File: config.mk
export PLATFORM = sky130hd
export DESIGN_NAME = branch_resolve_unit
export DESIGN_NICKNAME = d
export VERILOG_FILES = /design/src/rtl/branch_resolve_unit_pkg.sv /design/src/rtl/branch_resolve_unit_branch_cmp.sv /design/src/rtl/branch_resolve_unit.sv
export SDC_FILE = /design/constraint.sdc
export NUM_CORES = 1
export LEC_CHECK = 0
export BUFFER_PORTS_ARGS = -buffer_cell sky130_fd_sc_hd__buf_2
export CORE_ASPECT_RATIO = 2
export CORE_MARGIN = 5
export CORE_UTILIZATION = 50
export CTS_BUF_LIST = sky130_fd_sc_hd__clkbuf_8 sky130_fd_sc_hd__clkbuf_16
export CTS_CLUSTER_SIZE = 12
export DETAILED_ROUTE_END_ITERATION = 6
export GPL_TIMING_DRIVEN = 0
export PLACE_DENSITY = 0.75
export SLEW_MARGIN = 10
export SYNTH_ARGS = -nofsm -noshare
export SYNTH_HDL_FRONTEND = slang
export SYNTH_HIERARCHICAL = 1
export SYNTH_SLANG_ARGS = --single-unit
File: constraint.sdc
create_clock -name clk -period 7.3 [get_ports clk]
set_input_delay 0.365 -clock clk [delete_from_list [all_inputs] [get_ports clk]]
set_output_delay 0.365 -clock clk [all_outputs]
set_load 0.03 [all_outputs]
File: src/rtl/branch_resolve_unit_pkg.sv
// Shared instruction definitions for the branch resolve unit: operation codes,
// 2-bit BHT counter encodings and the saturating counter update.
package branch_resolve_unit_pkg;

    typedef enum logic [5:0] {
        OP_BLTZ = 6'd1,
        OP_BGEZ = 6'd2,
        OP_BEQ  = 6'd4,
        OP_BNE  = 6'd5,
        OP_BLEZ = 6'd6,
        OP_BGTZ = 6'd7,
        OP_ADDU = 6'd33
    } op_e;

    typedef enum logic [1:0] {
        CTR_SNT = 2'd0,
        CTR_WNT = 2'd1,
        CTR_WT  = 2'd2,
        CTR_ST  = 2'd3
    } bht_ctr_e;

    function automatic bht_ctr_e ctr_next(input bht_ctr_e cur, input logic taken);
        case (cur)
            CTR_SNT: return taken ? CTR_WNT : CTR_SNT;
            CTR_WNT: return taken ? CTR_WT  : CTR_SNT;
            CTR_WT:  return taken ? CTR_ST  : CTR_WNT;
            CTR_ST:  return taken ? CTR_ST  : CTR_WT;
            default: return CTR_WNT;
        endcase
    endfunction

endpackage

File: src/rtl/branch_resolve_unit_branch_cmp.sv
// Combinational branch condition evaluation; signed tests use only operand A.
module branch_cmp
    import branch_resolve_unit_pkg::*;
#(
    parameter int DW = 32
) (
    input  logic [5:0]    op,
    input  logic [DW-1:0] a,
    input  logic [DW-1:0] b,
    output logic          taken,
    output logic          is_branch
);

    logic a_neg_s;
    logic a_zero_s;

    assign a_neg_s  = a[DW-1];
    assign a_zero_s = (a == {DW{1'b0}});

    // Decode the operation and evaluate its condition
    always_comb begin
        taken     = 1'b0;
        is_branch = 1'b1;
        case (op)
            OP_BEQ:  taken = (a == b);
            OP_BNE:  taken = (a != b);
            OP_BLEZ: taken = a_neg_s || a_zero_s;
            OP_BLTZ: taken = a_neg_s;
            OP_BGEZ: taken = !a_neg_s;
            OP_BGTZ: taken = !a_neg_s && !a_zero_s;
            default: begin
                taken     = 1'b0;
                is_branch = 1'b0;
            end
        endcase
    end

endmodule

File: src/rtl/branch_resolve_unit.sv
// Branch resolve unit: resolves branches through one output register, trains a
// 2-bit BHT and keeps saturating branch / mispredict statistics.
module branch_resolve_unit
    import branch_resolve_unit_pkg::*;
#(
    parameter int DW          = 32,
    parameter int BHT_ENTRIES = 64,
    parameter int CNT_W       = 16
) (
    input  logic             clk,
    input  logic             rst_n,
    input  logic [31:0]      pred_pc,
    output logic             pred_taken,
    input  logic             req_valid,
    output logic             req_ready,
    input  logic [5:0]       instr_code_in,
    input  logic [DW-1:0]    srcA,
    input  logic [DW-1:0]    srcB,
    input  logic [31:0]      req_pc,
    input  logic             req_pred,
    input  logic             flush,
    output logic             res_valid,
    input  logic             res_ready,
    output logic             branch_out,
    output logic             mispredict,
    output logic             is_branch,
    output logic [CNT_W-1:0] branch_cnt,
    output logic [CNT_W-1:0] mispred_cnt
);

    localparam int               IDX_W   = $clog2(BHT_ENTRIES);
    localparam logic [CNT_W-1:0] CNT_MAX = {CNT_W{1'b1}};
    localparam logic [CNT_W-1:0] CNT_ONE = {{(CNT_W-1){1'b0}}, 1'b1};

    bht_ctr_e         bht_q [BHT_ENTRIES];
    bht_ctr_e         bht_d [BHT_ENTRIES];
    logic             res_valid_q, res_valid_d;
    logic             branch_out_q, branch_out_d;
    logic             mispredict_q, mispredict_d;
    logic             is_branch_q, is_branch_d;
    logic [CNT_W-1:0] branch_cnt_q, branch_cnt_d;
    logic [CNT_W-1:0] mispred_cnt_q, mispred_cnt_d;

    logic             taken_s;
    logic             cmp_is_br_s;
    logic             accept_s;
    logic             mis_s;
    logic [IDX_W-1:0] req_idx_s;

    branch_cmp #(.DW(DW)) u_cmp (
        .op        (instr_code_in),
        .a         (srcA),
        .b         (srcB),
        .taken     (taken_s),
        .is_branch (cmp_is_br_s)
    );

    // Lookup reads the registered table, so a same-cycle update is not visible
    assign pred_taken = bht_q[pred_pc[IDX_W+1:2]][1];
    assign req_ready  = !res_valid_q || res_ready;
    assign accept_s   = req_valid && req_ready && !flush;
    assign req_idx_s  = req_pc[IDX_W+1:2];
    assign mis_s      = cmp_is_br_s && (taken_s != req_pred);

    // Next-state for result register, BHT and statistics
    always_comb begin
        res_valid_d   = res_valid_q;
        branch_out_d  = branch_out_q;
        mispredict_d  = mispredict_q;
        is_branch_d   = is_branch_q;
        branch_cnt_d  = branch_cnt_q;
        mispred_cnt_d = mispred_cnt_q;
        bht_d         = bht_q;
        if (flush) begin
            res_valid_d  = 1'b0;
            branch_out_d = 1'b0;
            mispredict_d = 1'b0;
            is_branch_d  = 1'b0;
        end else if (accept_s) begin
            res_valid_d  = 1'b1;
            branch_out_d = cmp_is_br_s && taken_s;
            mispredict_d = mis_s;
            is_branch_d  = cmp_is_br_s;
            if (cmp_is_br_s) begin
                bht_d[req_idx_s] = ctr_next(bht_q[req_idx_s], taken_s);
                if (branch_cnt_q != CNT_MAX) begin
                    branch_cnt_d = branch_cnt_q + CNT_ONE;
                end else begin
                    branch_cnt_d = branch_cnt_q;
                end
                if (mis_s && (mispred_cnt_q != CNT_MAX)) begin
                    mispred_cnt_d = mispred_cnt_q + CNT_ONE;
                end else begin
                    mispred_cnt_d = mispred_cnt_q;
                end
            end else begin
                bht_d = bht_q;
            end
        end else if (res_valid_q && res_ready) begin
            res_valid_d = 1'b0;
        end else begin
            res_valid_d = res_valid_q;
        end
    end

    // State registers with asynchronous reset
    always_ff @(posedge clk or negedge rst_n) begin
        if (!rst_n) begin
            res_valid_q   <= 1'b0;
            branch_out_q  <= 1'b0;
            mispredict_q  <= 1'b0;
            is_branch_q   <= 1'b0;
            branch_cnt_q  <= {CNT_W{1'b0}};
            mispred_cnt_q <= {CNT_W{1'b0}};
            for (int i = 0; i < BHT_ENTRIES; i++) begin
                bht_q[i] <= CTR_WNT;
            end
        end else begin
            res_valid_q   <= res_valid_d;
            branch_out_q  <= branch_out_d;
            mispredict_q  <= mispredict_d;
            is_branch_q   <= is_branch_d;
            branch_cnt_q  <= branch_cnt_d;
            mispred_cnt_q <= mispred_cnt_d;
            bht_q         <= bht_d;
        end
    end

    assign res_valid   = res_valid_q;
    assign branch_out  = branch_out_q;
    assign mispredict  = mispredict_q;
    assign is_branch   = is_branch_q;
    assign branch_cnt  = branch_cnt_q;
    assign mispred_cnt = mispred_cnt_q;

endmodule

==> results.yml <==
clock_tree:
  htree_levels: 4
  path_clk_slew_ns: 0.06
  cts_tree: "done"
  cts_sinks: 164
  cts_buffer_depth: 2
  post_cts_buffers: 0
  clockRootBuffer: "clkbuf_16"
  clock_latency_ns: 0.43
  cts_buffers: 17
grt:
  grt_pass1_vias: 7503
  grt_max_degree: 116
  antenna_found_initial: 0
  grt.total_usage_pct: 24.5
  grt_first_pass_wirelength_um: 39900
  overflow: 0
synth:
  synth-seq-cells: 164
  synth-async-reset-ratio_pct: 100
  netlist_top_cells_area: "dfrtp_1 28%, dfstp_2 19%, mux2_2 9.1%"
  syn_area_um2: 8870
  synthFlopType: "dfrtp_1"
  synth_seq_area_share_pct: 47.2
  yosysUniqueCellTypes: 56
  syn-instance-count: 808
  ys_warn_count: 6
  synth.top_cell.area_share_pct: 28.2
  synth_nets: 950
  synth_top_area_cell: "dfrtp_1"
  synth_edf_count: 0
  syn_area_per_cell_um2: 11.0
drt:
  num_vias: 7197
  dr.pass1.iters: 5
  viasPerCell: 6.12
  drcViolationCount: 0
  antenna_left: 0
  post_drt_wl_per_cell_um: 21.6
  finalWirelength_um: 25400
  first_iter_violations: 650
sta:
  rsz0062_at_grt: "false"
  drv_slew: 0
  tns_ns: 0
  finalClockSkew_ns: 0.0132
  period_needed_ns: 3.60
  hold_viol: 0
  max_freq_ghz: 0.278
  setup_violations: 0
  worst_pin_slew_ns: 1.16
  timing.final.crit_share_pct: 49.3
  whs_ns: 0.127
  layout_setup_ws_ns: 3.70
  relSlewSlack_pct: 22.5
setup_path:
  setup.worst_path.end_class: "primary output"
  path_class: "input port to primary output"
  required_ns: 6.93
  crit_arrival_ns: 3.23
  ff2ff_path_depth: 7
  crit_path_max_fanout: 10
  cp-start-kind: "input port"
outcome:
  status: "complete, no violations"
cells_and_area:
  fin_nets: 1092
  layout_commonest_cell: "nand2_1"
  area_growth_pct: 17.0
  layout_common_cells: "165 x nand2_1, 132 x buf_2, 100 x dfrtp_1"
  diodes: 0
  drive_above_1_share_pct: 37.2
hold_path:
  worstHoldPathCells: 2
  min_path_type: "input port to flip-flop"
placement:
  gp_congestion: 0.997
  io_buffers: 120
  pre_cts_ws_ns: 3.69
  detailed_place_hpwl_um: 18200
power:
  peakVddDrop_mv: 0.221
  leakage_nw: 4.53
  power_density_nw_per_um2: 199
job:
  maxCapViolCount: 0
die:
  num_rows: 69
  design.die.area_um2: 20700
  boundaryPins: 178
  start_util_pct: 50.4
  core_um2: 17600
  die_w_um: 104
  die_y_um: 198
[per-stage QoR]
| step | utilization (%) | instances | power, mW | cell area (um2) |
|---|---|---|---|---|
| floorplan | - | 808 | 1.08 | 8870 |
| global placement | 55.3 | 1141 | 1.18 | 9740 |
| detailed placement | 55.6 | 1143 | 1.19 | 9790 |
| CTS | 59.0 | 1176 | 2.08 | 10400 |
| global route | 59.0 | 1176 | 2.14 | 10400 |
| finish | 59.0 | 1176 | 2.07 | 10400 |
[worst paths after layout]
check | start | end | slack, ns
min | flush | res_valid | 0.13
max reg2reg | res_valid | branch_cnt[13] | 4.43
min in group asynchronous | rst_n | bht_q[109] | 0.43
min reg2reg | mispredict | mispredict | 0.48
max | pred_pc[2] | pred_taken | 3.70
max in group asynchronous | rst_n | bht_q[1] | 5.97
[critical path: stages]
cell    delay, ns
buf_2        0.27
buf_1        0.77
mux4_2       0.62
mux4_2       0.53
mux4_2       0.48
buf_2        0.19
[area by class of cell]
class                           instances  area, um2
Fill cell                            1519       7230
Multi-Input combinational cell        599       4440
Sequential cell                       164       4180
Timing Repair Buffer                  123        656
Clock buffer                           17        425
Tap cell                              213        267
Buffer                                 38        226
Clock inverter                         15        160
Inverter                                7       26.3
[sequential cells by signal, summed over array words and instances (netlist names)]
| name | count |
|---|---|
| bht_q | 128 |
| branch_cnt | 16 |
| branch_out | 1 |
| is_branch | 1 |
| mispred_cnt | 16 |
| mispredict | 1 |
| res_valid | 1 |
[cells in the mapped netlist, types with 4 or more instances]
library cell / count
nor4_1: 13
mux2i_1: 11
mux4_2: 29
a31oi_1: 6
nor2_1: 16
and3_1: 10
mux2_1: 7
dfstp_2: 64
and3b_1: 5
clkbuf_2: 6
buf_2: 13
a22oi_1: 9
a21oi_1: 9
o21ai_1: 8
a221oi_1: 14
o221ai_1: 4
inv_1: 6
dfrtp_1: 100
nor2b_1: 7
mux2_2: 72
nor3_1: 12
xnor2_1: 22
buf_6: 8
nor4_2: 4
xor2_1: 42
nand4_1: 15
nand2b_1: 7
nand3_1: 15
clkbuf_1: 8
o21ai_0: 65
nand2_1: 165
[power breakdown]
part / internal, mW / switching (mW) / leakage, nW
registers: 0.926 / 0.0142 / 2.05
clock network: 0.507 / 0.387 / 0.283
logic: 0.0821 / 0.156 / 2.20
[routing by layer]
layer	track usage, %	share of wire [%]	up-vias
li1	-	-	3230
met4	12.3	4.8	0
met5	0	0	-
met1	30.9	37	3490
met2	39.7	49	378
met3	5.81	8.6	99
[cells by family after synthesis]
group | after synthesis | share of synthesized area (%)
buffers and inverters | 45 | 2.85
adder cells (fa/ha/maj) | 2 | 0.282
multiplexers | 119 | 18.6
AO/OA/AOI/OAI | 134 | 9.79
XOR/XNOR | 64 | 6.32
AND/OR/NAND/NOR | 280 | 15.0
flip-flops | 164 | 47.2
[repair_timing]
action                    4_1_cts  5_1_grt
resized for setup               0        0
hold endpoints to repair       31        0
hold buffers                    1        0
Power figures use the tool's default switching activity.
